[config.mk]
export PLATFORM = sky130hd
export DESIGN_NAME = gates_stat_collector
export DESIGN_NICKNAME = d
export VERILOG_FILES = /design/src/rtl/gsc_pkg.sv /design/src/rtl/gsc_sat_counter.sv /design/src/rtl/gates_stat_collector.sv
export SDC_FILE = /design/constraint.sdc
export NUM_CORES = 1
export LEC_CHECK = 0
export CAP_MARGIN = 40
export CORE_MARGIN = 4
export CORE_UTILIZATION = 60
export DETAILED_ROUTE_END_ITERATION = 10
export PLACE_DENSITY_LB_ADDON = 0.2
export SYNTH_ARGS = -nofsm -noshare
export SYNTH_HDL_FRONTEND = slang
export SYNTH_HIERARCHICAL = 1
export SYNTH_SLANG_ARGS = --single-unit
export TNS_END_PERCENT = 20
[constraint.sdc]
create_clock -name clk -period 9.25 [get_ports clk]
set_input_delay 1.85 -clock clk [delete_from_list [all_inputs] [get_ports clk]]
set_output_delay 1.85 -clock clk [all_outputs]
set_load 0.005 [all_outputs]
[src/rtl/gsc_pkg.sv]
// Shared types and helpers for the gate statistics collector.
//   gsc_rec_t   : one summary record (counter fields sized for the widest
//                 supported CNT_W; the top zero-extends into them)
//   rec_state_e : record holding register state
//   popcount4() : number of set bits in a 4-bit vector
// Optional-feature macro used by the top: GSC_CHECK_EN
package gsc_pkg;

    localparam int WINDOW_ID_W = 8;
    // Widest CNT_W the record struct can hold.
    localparam int CNT_W_MAX   = 16;

    typedef enum logic {
        EMPTY = 1'b0,
        FULL  = 1'b1
    } rec_state_e;

    typedef struct packed {
        logic [CNT_W_MAX-1:0]   both_cnt;
        logic [CNT_W_MAX-1:0]   any_cnt;
        logic [CNT_W_MAX+1:0]   diff_sum;
        logic [WINDOW_ID_W-1:0] window_id;
    } gsc_rec_t;

    function automatic logic [2:0] popcount4(input logic [3:0] v);
        popcount4 = 3'(v[0]) + 3'(v[1]) + 3'(v[2]) + 3'(v[3]);
    endfunction

endpackage

[src/rtl/gsc_sat_counter.sv]
// Saturating accumulator.
//   clk, reset : clock, synchronous active-high reset
//   clr        : zero the accumulator next cycle (wins over en)
//   en         : add inc this cycle
//   inc        : increment amount
//   sum_sat    : current value plus inc, saturated at all-ones; this is the
//                value the accumulator takes when en=1, and lets the parent
//                capture a total that includes the current sample.
module gsc_sat_counter #(
    parameter int W     = 8,
    parameter int INC_W = 1
) (
    input  logic             clk,
    input  logic             reset,
    input  logic             clr,
    input  logic             en,
    input  logic [INC_W-1:0] inc,
    output logic [W-1:0]     sum_sat
);

    logic [W-1:0] count_q;
    logic [W-1:0] count_d;
    logic [W:0]   sum_wide;

    // One extra bit catches the carry out; inc never exceeds 2^W so a
    // single carry bit is enough to detect overflow.
    assign sum_wide = {1'b0, count_q} + (W+1)'(inc);
    assign sum_sat  = sum_wide[W] ? '1 : sum_wide[W-1:0];

    always_comb begin
        count_d = count_q;
        if (clr) begin
            count_d = '0;
        end else if (en) begin
            count_d = sum_sat;
        end
    end

    always_ff @(posedge clk) begin
        if (reset) begin
            count_q <= '0;
        end else begin
            count_q <= count_d;
        end
    end

endmodule

[src/rtl/gates_stat_collector.sv]
// Gate statistics collector.
// Samples the neighbour-gate vectors (out_both/out_any/out_different),
// accumulates per-window activity counts and emits one record per window
// through a single-entry valid/ready holding register.
// Ports:
//   clk, reset              : clock, synchronous active-high reset
//   in_valid                : gate vectors valid this cycle
//   out_both/out_any/out_different : 4-bit gate vectors
//   clear                   : sync clear of statistics, window id and flags
//   rec_valid / rec_ready   : record handshake
//   rec_both_cnt, rec_any_cnt, rec_diff_sum, rec_window_id : record fields
//   overrun                 : sticky, a record was dropped
//   check_err               : sticky sample consistency error
// Optional feature: define GSC_CHECK_EN to enable the per-sample
// consistency check; otherwise check_err is tied to 0.
module gates_stat_collector
    import gsc_pkg::*;
#(
    parameter int WINDOW = 16,
    parameter int CNT_W  = 8
) (
    input  logic                   clk,
    input  logic                   reset,
    input  logic                   in_valid,
    input  logic [3:0]             out_both,
    input  logic [3:0]             out_any,
    input  logic [3:0]             out_different,
    input  logic                   clear,
    output logic                   rec_valid,
    input  logic                   rec_ready,
    output logic [CNT_W-1:0]       rec_both_cnt,
    output logic [CNT_W-1:0]       rec_any_cnt,
    output logic [CNT_W+1:0]       rec_diff_sum,
    output logic [WINDOW_ID_W-1:0] rec_window_id,
    output logic                   overrun,
    output logic                   check_err
);

    localparam int SC_W = (WINDOW > 1) ? $clog2(WINDOW) : 1;

    logic                   accept;
    logic                   close;
    logic                   acc_clr;
    logic                   both_hit;
    logic                   any_hit;
    logic [2:0]             diff_pc;

    logic [CNT_W-1:0]       both_nxt;
    logic [CNT_W-1:0]       any_nxt;
    logic [CNT_W+1:0]       diff_nxt;

    logic [SC_W-1:0]        samp_q,      samp_d;
    logic [WINDOW_ID_W-1:0] window_id_q, window_id_d;
    rec_state_e             state_q,     state_d;
    gsc_rec_t               rec_q,       rec_d;
    logic                   overrun_q,   overrun_d;
    gsc_rec_t               rec_new;

    // A sample arriving together with clear is discarded.
    assign accept   = in_valid && !clear;
    assign close    = accept && (samp_q == SC_W'(WINDOW - 1));
    assign acc_clr  = clear || close;

    assign both_hit = |out_both[2:0];
    assign any_hit  = |out_any[3:1];
    assign diff_pc  = popcount4(out_different);

    gsc_sat_counter #(.W(CNT_W), .INC_W(1)) u_both_acc (
        .clk     (clk),
        .reset   (reset),
        .clr     (acc_clr),
        .en      (accept),
        .inc     (both_hit),
        .sum_sat (both_nxt)
    );

    gsc_sat_counter #(.W(CNT_W), .INC_W(1)) u_any_acc (
        .clk     (clk),
        .reset   (reset),
        .clr     (acc_clr),
        .en      (accept),
        .inc     (any_hit),
        .sum_sat (any_nxt)
    );

    gsc_sat_counter #(.W(CNT_W + 2), .INC_W(3)) u_diff_acc (
        .clk     (clk),
        .reset   (reset),
        .clr     (acc_clr),
        .en      (accept),
        .inc     (diff_pc),
        .sum_sat (diff_nxt)
    );

    // Record built from totals that already include the closing sample.
    always_comb begin
        rec_new           = '0;
        rec_new.both_cnt  = CNT_W_MAX'(both_nxt);
        rec_new.any_cnt   = CNT_W_MAX'(any_nxt);
        rec_new.diff_sum  = (CNT_W_MAX + 2)'(diff_nxt);
        rec_new.window_id = window_id_q;
    end

    always_comb begin
        samp_d      = samp_q;
        window_id_d = window_id_q;
        if (clear) begin
            samp_d      = '0;
            window_id_d = '0;
        end else if (close) begin
            samp_d      = '0;
            window_id_d = window_id_q + 1'b1;
        end else if (accept) begin
            samp_d      = samp_q + 1'b1;
        end
    end

    // Holding register: a close while the held record is not being taken
    // drops the new record; a close in the same cycle as a take reloads
    // without a bubble.
    always_comb begin
        state_d   = state_q;
        rec_d     = rec_q;
        overrun_d = overrun_q;
        unique case (state_q)
            EMPTY: begin
                if (close) begin
                    rec_d   = rec_new;
                    state_d = FULL;
                end
            end
            FULL: begin
                if (close) begin
                    if (rec_ready) begin
                        rec_d = rec_new;
                    end else begin
                        overrun_d = 1'b1;
                    end
                end else if (rec_ready) begin
                    state_d = EMPTY;
                end
            end
            default: state_d = EMPTY;
        endcase
        // close cannot coincide with clear, so this never hides a drop.
        if (clear) begin
            overrun_d = 1'b0;
        end
    end

    always_ff @(posedge clk) begin
        if (reset) begin
            samp_q      <= '0;
            window_id_q <= '0;
            state_q     <= EMPTY;
            rec_q       <= '0;
            overrun_q   <= 1'b0;
        end else begin
            samp_q      <= samp_d;
            window_id_q <= window_id_d;
            state_q     <= state_d;
            rec_q       <= rec_d;
            overrun_q   <= overrun_d;
        end
    end

`ifdef GSC_CHECK_EN
    logic check_err_q, check_err_d;
    logic sample_bad;

    // A both-bit implies the any-bit one position up; a ring XOR pattern
    // always has an even number of set bits.
    always_comb begin
        sample_bad  = (out_both[0] & ~out_any[1]) |
                      (out_both[1] & ~out_any[2]) |
                      (out_both[2] & ~out_any[3]) |
                      diff_pc[0];
        check_err_d = check_err_q;
        if (clear) begin
            check_err_d = 1'b0;
        end else if (accept && sample_bad) begin
            check_err_d = 1'b1;
        end
    end

    always_ff @(posedge clk) begin
        if (reset) begin
            check_err_q <= 1'b0;
        end else begin
            check_err_q <= check_err_d;
        end
    end

    assign check_err = check_err_q;
`else
    assign check_err = 1'b0;
`endif

    assign rec_valid     = (state_q == FULL);
    assign rec_both_cnt  = rec_q.both_cnt[CNT_W-1:0];
    assign rec_any_cnt   = rec_q.any_cnt[CNT_W-1:0];
    assign rec_diff_sum  = rec_q.diff_sum[CNT_W+1:0];
    assign rec_window_id = rec_q.window_id;
    assign overrun       = overrun_q;

    // Gate bits that carry no information (out_both[3], out_any[0]) and
    // the always-zero upper record bits are intentionally not used.
    logic unused_bits;
    assign unused_bits = &{1'b0, out_both[3], out_any[0], rec_q};

endmodule

# After elaboration in Yosys (flattened, before gate mapping)
# Index checks and enable logic that the tools add are counted.
[op_classes]
reduce_logical = 11
muxes = 11
n_bitwise = 2
n_addsub = 8
n_eq_ne = 4
[ops]
columns = ["op", "n"]
rows = [
  ["2-to-1 mux 50 bit", 3],
  ["case mux 50 bit (2 select lines)", 1],
  ["adder 8 x 1 -> 9 bit", 2],
  ["2-to-1 mux 8 bit", 2],
  ["adder 10 x 3 -> 11 bit", 1],
  ["2-to-1 mux 10 bit", 1],
  ["OR reduction 3 bit", 3],
  ["adder 8 x 1 -> 8 bit (second input constant)", 1],
  ["inequality test 2 bit (second input constant)", 3],
  ["AND reduction 3 bit", 2],
  ["adder 4 x 1 -> 4 bit (second input constant)", 1],
  ["equality test 4 bit (second input constant)", 1],
  ["OR reduction 2 bit", 2],
  ["adder 2 x 1 -> 3 bit", 1],
  ["adder 3 x 1 -> 3 bit", 1],
  ["2-to-1 mux 1 bit", 3],
  ["adder 1 x 1 -> 2 bit", 1],
  ["logical AND 1 bit", 2],
  ["NOT 1 bit", 2],
  ["case mux 1 bit (2 select lines)", 1],
  ["logical NOT 1 bit", 1],
  ["logical OR 1 bit", 1],
]
[totals]
input_bits = 17
ff_bits = 74
output_inout_bits = 37

# Depth between registers and ports, before layout
[logic_depth]
ltp_word = 8
mapped_depth = 13
depth_no_buf = 12

# Cells and area by module
# The synthesis kept the hierarchy.
[by_module_without_submodules]
columns = ["module", "area_each_um2", "cells_each", "n_inst"]
rows = [
  ["gates_stat_collector", 2277.2, 232, 1],
  ["gsc_sat_counter (u_any_acc ...)", 558.0, 66, 2],
  ["gsc_sat_counter (u_diff_acc)", 706.9, 87, 1],
]

# Least setup slack after synthesis
# OpenSTA, ideal clock, no wires.
[synth_path]
kind = "input-to-reg"
startpoint = "in out_different[0]"
endpoint = "reg rec_q, in the netlist rec_diff_sum[8]"
arrival_ps = 4253
setup_slack_ps = 4878
n_path_buf = 0
required_time_ps = 9131
path_stages = 12
path_cell_list = "inv_1 fa_1 inv_1 ha_1 ha_1 fa_1 a21oi_1 nor2_1 nand2_1 mux2_2 nand2b_1 mux2i_1"
[synth_via]
elab_chain_len = 8
elab_cells_between_ends = 9
classes_between = "add/sub (4); mux (5)"
[synth_rtl]
columns = ["item", "line", "rtl"]
rows = [
  ["start: declaration", "gates_stat_collector.sv:27", "input logic [3:0] out_different,"],
  ["adder 1 x 1 -> 2 bit (*)", "gsc_pkg.sv:26", "popcount4 = 3'(v[0]) + 3'(v[1]) + 3'(v[2]) + 3'(v[3]);"],
  ["adder 2 x 1 -> 3 bit (*)", "gsc_pkg.sv:26", ""],
  ["adder 3 x 1 -> 3 bit (*)", "gsc_pkg.sv:26", ""],
  ["named net diff_pc[1]", "gates_stat_collector.sv:46", "logic [2:0] diff_pc;"],
  ["adder 10 x 3 -> 11 bit (*)", "gsc_sat_counter.sv:27", "assign sum_wide = {1'b0, count_q} + (W+1)'(inc);"],
  ["2-to-1 mux 10 bit (*)", "gsc_sat_counter.sv:28", "assign sum_sat = sum_wide[W] ? '1 : sum_wide[W-1:0];"],
  ["named net diff_nxt[8]", "gates_stat_collector.sv:50", "logic [CNT_W+1:0] diff_nxt;"],
  ["2-to-1 mux 50 bit", "gates_stat_collector.sv:134", "if (rec_ready) begin"],
  ["2-to-1 mux 50 bit", "gates_stat_collector.sv:133", "if (close) begin"],
  ["case mux 50 bit (2 select lines) (*)", "gates_stat_collector.sv:125", "unique case (state_q)"],
  ["end signal: assignment", "gates_stat_collector.sv:162", "rec_q <= rec_d;"],
  ["end: declaration", "gates_stat_collector.sv:55", "gsc_rec_t rec_q, rec_d;"],
]
# The timed path passes the listed nets; every way through them passes the cells marked *. The select of a mux whose other input is x is not followed.
# A chain may end at the register's enable or synchronous reset.

# Worst setup path in the final report
[layout_path]
startpoint = "in out_different[0]"
endpoint = "reg rec_q, in the netlist rec_diff_sum[9]"
# Same word-level chain as after synthesis.

==> implementation parameters <==
Parameter                              Value

Power
  Cell internal pwr ... 0.465 mW
  Sequential share of power ... 0.520
  Reported net switching power ... 0.151 mW
  Combinational share of power ... 0.067
  Cell leakage power ... 1.62 nW
  Clock power share ... 0.413
  Peak supply drop ... 0.0807 mV
  Power density over the cells ... 131 nW/um2
  Net Sw Frac ... 0.245
  Total Power Consumption ... 0.616 mW

STA
  Worst-case headroom to the max-slew limit ... 0.455
  Slew Viols, Final ... 0
  Post-Route Setup TNS ... 0 ns
  Worst clock skew ... 0.00917 ns
  Setup repair after global routing missed its margin ... false
  Final critical delay including setup and external delays ... 5.02 ns
  Fraction of the cycle the final worst path needs ... 0.542
  Max Freq ... 0.199 GHz
  Worst-Margin Slew ... 0.817 ns
  Number of endpoints failing setup at the final stage ... 0
  Final Hold Viols ... 0

Routing
  Count of TritonRoute iterations in the first routing pass ... 4
  1st-iter DRT viols ... 131
  Post-route DRC violation count ... 0
  Total routed wirelength ... 8.26 mm
  Detail Route Antenna Nets ... 0
  Vias ... 3,339
  Vias/cell ... 5.88
  Wire per inst ... 14.5 um

Synthesis
  Multiplexer share of the synthesized area ... 0.0958
  Dominant combinational cell family by area after synthesis ... simple AND/OR/NAND/NOR gates
  Number of synthesized register bits ... 74
  Fraction of the mapped netlist area in adder cells ... 0.0433
  Post-synthesis cell count ... 451
  Yosys warns ... 6
  Post-synthesis simple-gate area fraction ... 0.276
  Cell variety after synth ... 56
  Xor/xnor cell area share of the yosys netlist ... 0.0192
  Mean instance size in the synthesized netlist ... 9.09 um2
  Synthesized net count ... 481
  Seq/Total Area, Yosys ... 0.361
  Post-synthesis compound-gate area fraction ... 0.138
  Post-synthesis instance area ... 4100 um2

Layout
  Count of antenna diodes in the layout ... 0
  Number of fill cells in the layout ... 524
  Fraction of layout cells with a size suffix above 1 ... 0.0957
  Final net count ... 516
  Register Area ... 1480 um2
  Layout overhead on the synthesized area ... 14.9%
  Combined area of the multi-input logic cells ... 2350 um2

Setup path
  Maximum net fanout on the critical path ... 16
  Flop2flop setup slack ... 6.86 ns
  Chain of cells forming the critical path ... clkdlybuf4s50_1 > inv_1 > fa_1 > inv_1 > ha_1 > ha_1 > fa_1 > a21oi_1 > or3_1 > nand3_1 > o21a_1 > nand2b_1 > mux2i_1
  Critical register-to-register path startpoint ... u_diff_acc/count_q[0]
  Critical-path top delay cell ... sky130_fd_sc_hd__fa_1
  Buf/Inv on CP ... 3
  Worst r2r dst ... rec_diff_sum[9]
  Maximum cell stage delay along the critical path ... 0.53 ns
  CP Capture Type ... flip-flop
  Critical Setup Path Class ... in2reg
  Startpoint Class ... input pin
  Number of cell instances on the worst register-to-register path ... 8
  Worst Path Arrival ... 5.23 ns
  Data required, critical path ... 9.47 ns
  Family with the most delay on the worst path ... adder cells

Clock network
  Clock buffers created by TritonCTS ... 9
  Count of buffers added by post-CTS timing repair for setup ... 0
  Clk Latency, worst-skew pair ... 0.35 ns
  Clock-pin slew on the worst setup and hold paths ... 0.08 ns
  Total of cells resized after clock tree synthesis ... 0
  Number of clock sinks ... 74
  Count of H-tree levels built during CTS ... 3
  Longest Clk Path Bufs ... 2
  TritonCTS clock tree ... built
  Root Buffer ... sky130_fd_sc_hd__clkbuf_8
  Hold-fix buffer count after cts ... 0

Die
  Core area ... 6490 um2
  Floorplan die area ... 8220 um2
  Die Span X ... 90.7 um
  Standard-cell row count ... 29
  Die height ... 90.7 um
  IO Count ... 54
  Starting utilization of the core area ... 0.631

Hold path
  Worst min path class ... reg2reg
  Instance count along the most critical hold path ... 2
  Endpoint, Worst Hold ... rec_diff_sum[7]
  Source of the worst hold timing path ... rec_diff_sum[7]

Placed design
  PortBufs ... 50
  Post-detailed-placement half-perimeter wirelength ... 5.63 mm
  Placer Congestion ... 0.815

GRT
  First-pass GRT wire length ... 14.2 mm
  Vias in the first global route ... 3,162
  All-Layer GR Usage ... 0.206
  Overflow left after global routing ... 0
  Largest net degree at the start of global routing ... 64
  Antenna violations before repair ... 0

Flow run
  Maxcap violations ... 0

Run status
  Outcome ... finished clean
power by group through the flow:
stage	Clock, mW	Sequential, mW	Combinational (mW)
floorplan	0	0.328	0.0284
finish	0.254	0.321	0.0415
global placement	0	0.328	0.0396
CTS	0.259	0.321	0.0422
global route	0.274	0.321	0.0467
detailed placement	0	0.328	0.0416
worst min-delay path, delay by kind of cell (launching register included):
family,cells,cell delay [ns]
muxes,1,0.06
and+or+nand+nor,1,0.06
DFF,1,0.31
flip-flops by register name (all words and copies together) (netlist names), 4 cells and up:
| name | count |
|---|---|
| rec_any_cnt | 8 |
| u_both_acc/count_q | 8 |
| samp_q | 4 |
| rec_diff_sum | 10 |
| u_diff_acc/count_q | 10 |
| rec_window_id | 8 |
| u_any_acc/count_q | 8 |
| window_id_q | 8 |
| rec_both_cnt | 8 |
synthesized netlist by cell type, drive strengths merged:
cell,n,area (um2)
dfxtp,74,1480
nor3b,1,7.51
a41o,2,22.5
o21ai,23,115
and2,1,6.26
nor2b,2,12.5
clkbuf,11,41.3
nor3,10,65.1
o21a,3,22.5
nand2,19,71.3
a211oi,4,40.0
buf,17,173
mux2i,37,370
nor2,19,71.3
or4,3,22.5
nand2b,69,432
o2bb2ai,1,8.76
nand4,8,56.3
nand3b,2,18.8
nand4bb,1,11.3
ha,11,138
conb,1,3.75
a311oi,2,30.0
and4,10,92.6
and3b,2,18.8
and3,8,70.1
or3,7,43.8
a21oi,28,140
nor4b,1,8.76
xnor2,8,70.1
nand4b,1,15.0
a41oi,2,17.5
a31oi,22,138
o31ai,3,22.5
xor2,1,8.76
inv,15,56.3
nor4,1,12.5
fa,2,40.0
a31o,1,8.76
or2,4,25.0
and2b,3,23.8
nand3,9,45.0
mux2,2,22.5
cell families after synthesis:
kind of cell / after synthesis
and+or+nand+nor: 181
AOI/OAI and AO/OA: 91
DFF: 74
buffers and inverters: 43
muxes: 39
adders and majority gates: 13
xor gates and xnor gates: 9
other: 1
area by class of cell:
type / count / area share
multi-input combinational: 334 / 0.500
sequential: 74 / 0.314
timing repair buffer: 52 / 0.111
clock buffer: 9 / 0.0263
tap: 77 / 0.0204
clock inverter: 7 / 0.0162
inverter: 15 / 0.0119
metrics by stage:
stage / hold WS, ns / cells / util / area [um2] / setup slack (ns)
after CTS: 0.478 / 568 / 0.725 / 4710 / 4.25
after global placement: 0.459 / 551 / 0.692 / 4490 / 3.97
after detailed placement: 0.460 / 552 / 0.695 / 4510 / 3.90
final: 0.473 / 568 / 0.725 / 4710 / 4.23
after floorplan: 0.452 / 451 / - / 4100 / 4.88
after global routing: 0.490 / 568 / 0.725 / 4710 / 4.05
metal layers:
layer | part of all wire | GRT usage | vias to the layer above
li1 | - | - | 1673
met1 | 0.45 | 0.248 | 1579
met2 | 0.49 | 0.353 | 79
met3 | 0.057 | 0.0683 | 8
met4 | 0.0088 | 0.0497 | 0
met5 | 0 | 0 | -
cells in the final DEF, fill, tap and decap left out, types with 7 or more instances in the layout:
cell type,n
sky130_fd_sc_hd__o21ai_0,22
sky130_fd_sc_hd__nor2_1,19
sky130_fd_sc_hd__nand3_1,9
sky130_fd_sc_hd__or3_1,7
sky130_fd_sc_hd__nand4_1,7
sky130_fd_sc_hd__nor3_1,7
sky130_fd_sc_hd__ha_1,11
sky130_fd_sc_hd__clkbuf_8,9
sky130_fd_sc_hd__a31oi_1,22
sky130_fd_sc_hd__inv_1,15
sky130_fd_sc_hd__clkdlybuf4s50_1,49
sky130_fd_sc_hd__nand2b_1,69
sky130_fd_sc_hd__mux2i_1,37
sky130_fd_sc_hd__xnor2_1,8
sky130_fd_sc_hd__dfxtp_1,74
sky130_fd_sc_hd__a21oi_1,28
sky130_fd_sc_hd__nand2_1,19
worst max-delay path by stage:
stage	slack (ns)	startpoint	endpoint	depth (start not counted)
after floorplan	4.88	out_different[0]	rec_diff_sum[8]	12
after global placement	3.97	out_different[0]	rec_diff_sum[9]	13
after detailed placement	3.90	out_different[0]	rec_diff_sum[9]	13
after CTS	4.25	out_different[0]	rec_diff_sum[9]	13
after global routing	4.05	out_different[0]	rec_diff_sum[9]	13
final	4.23	out_different[0]	rec_diff_sum[9]	13
(Power assumes the default switching activity.)
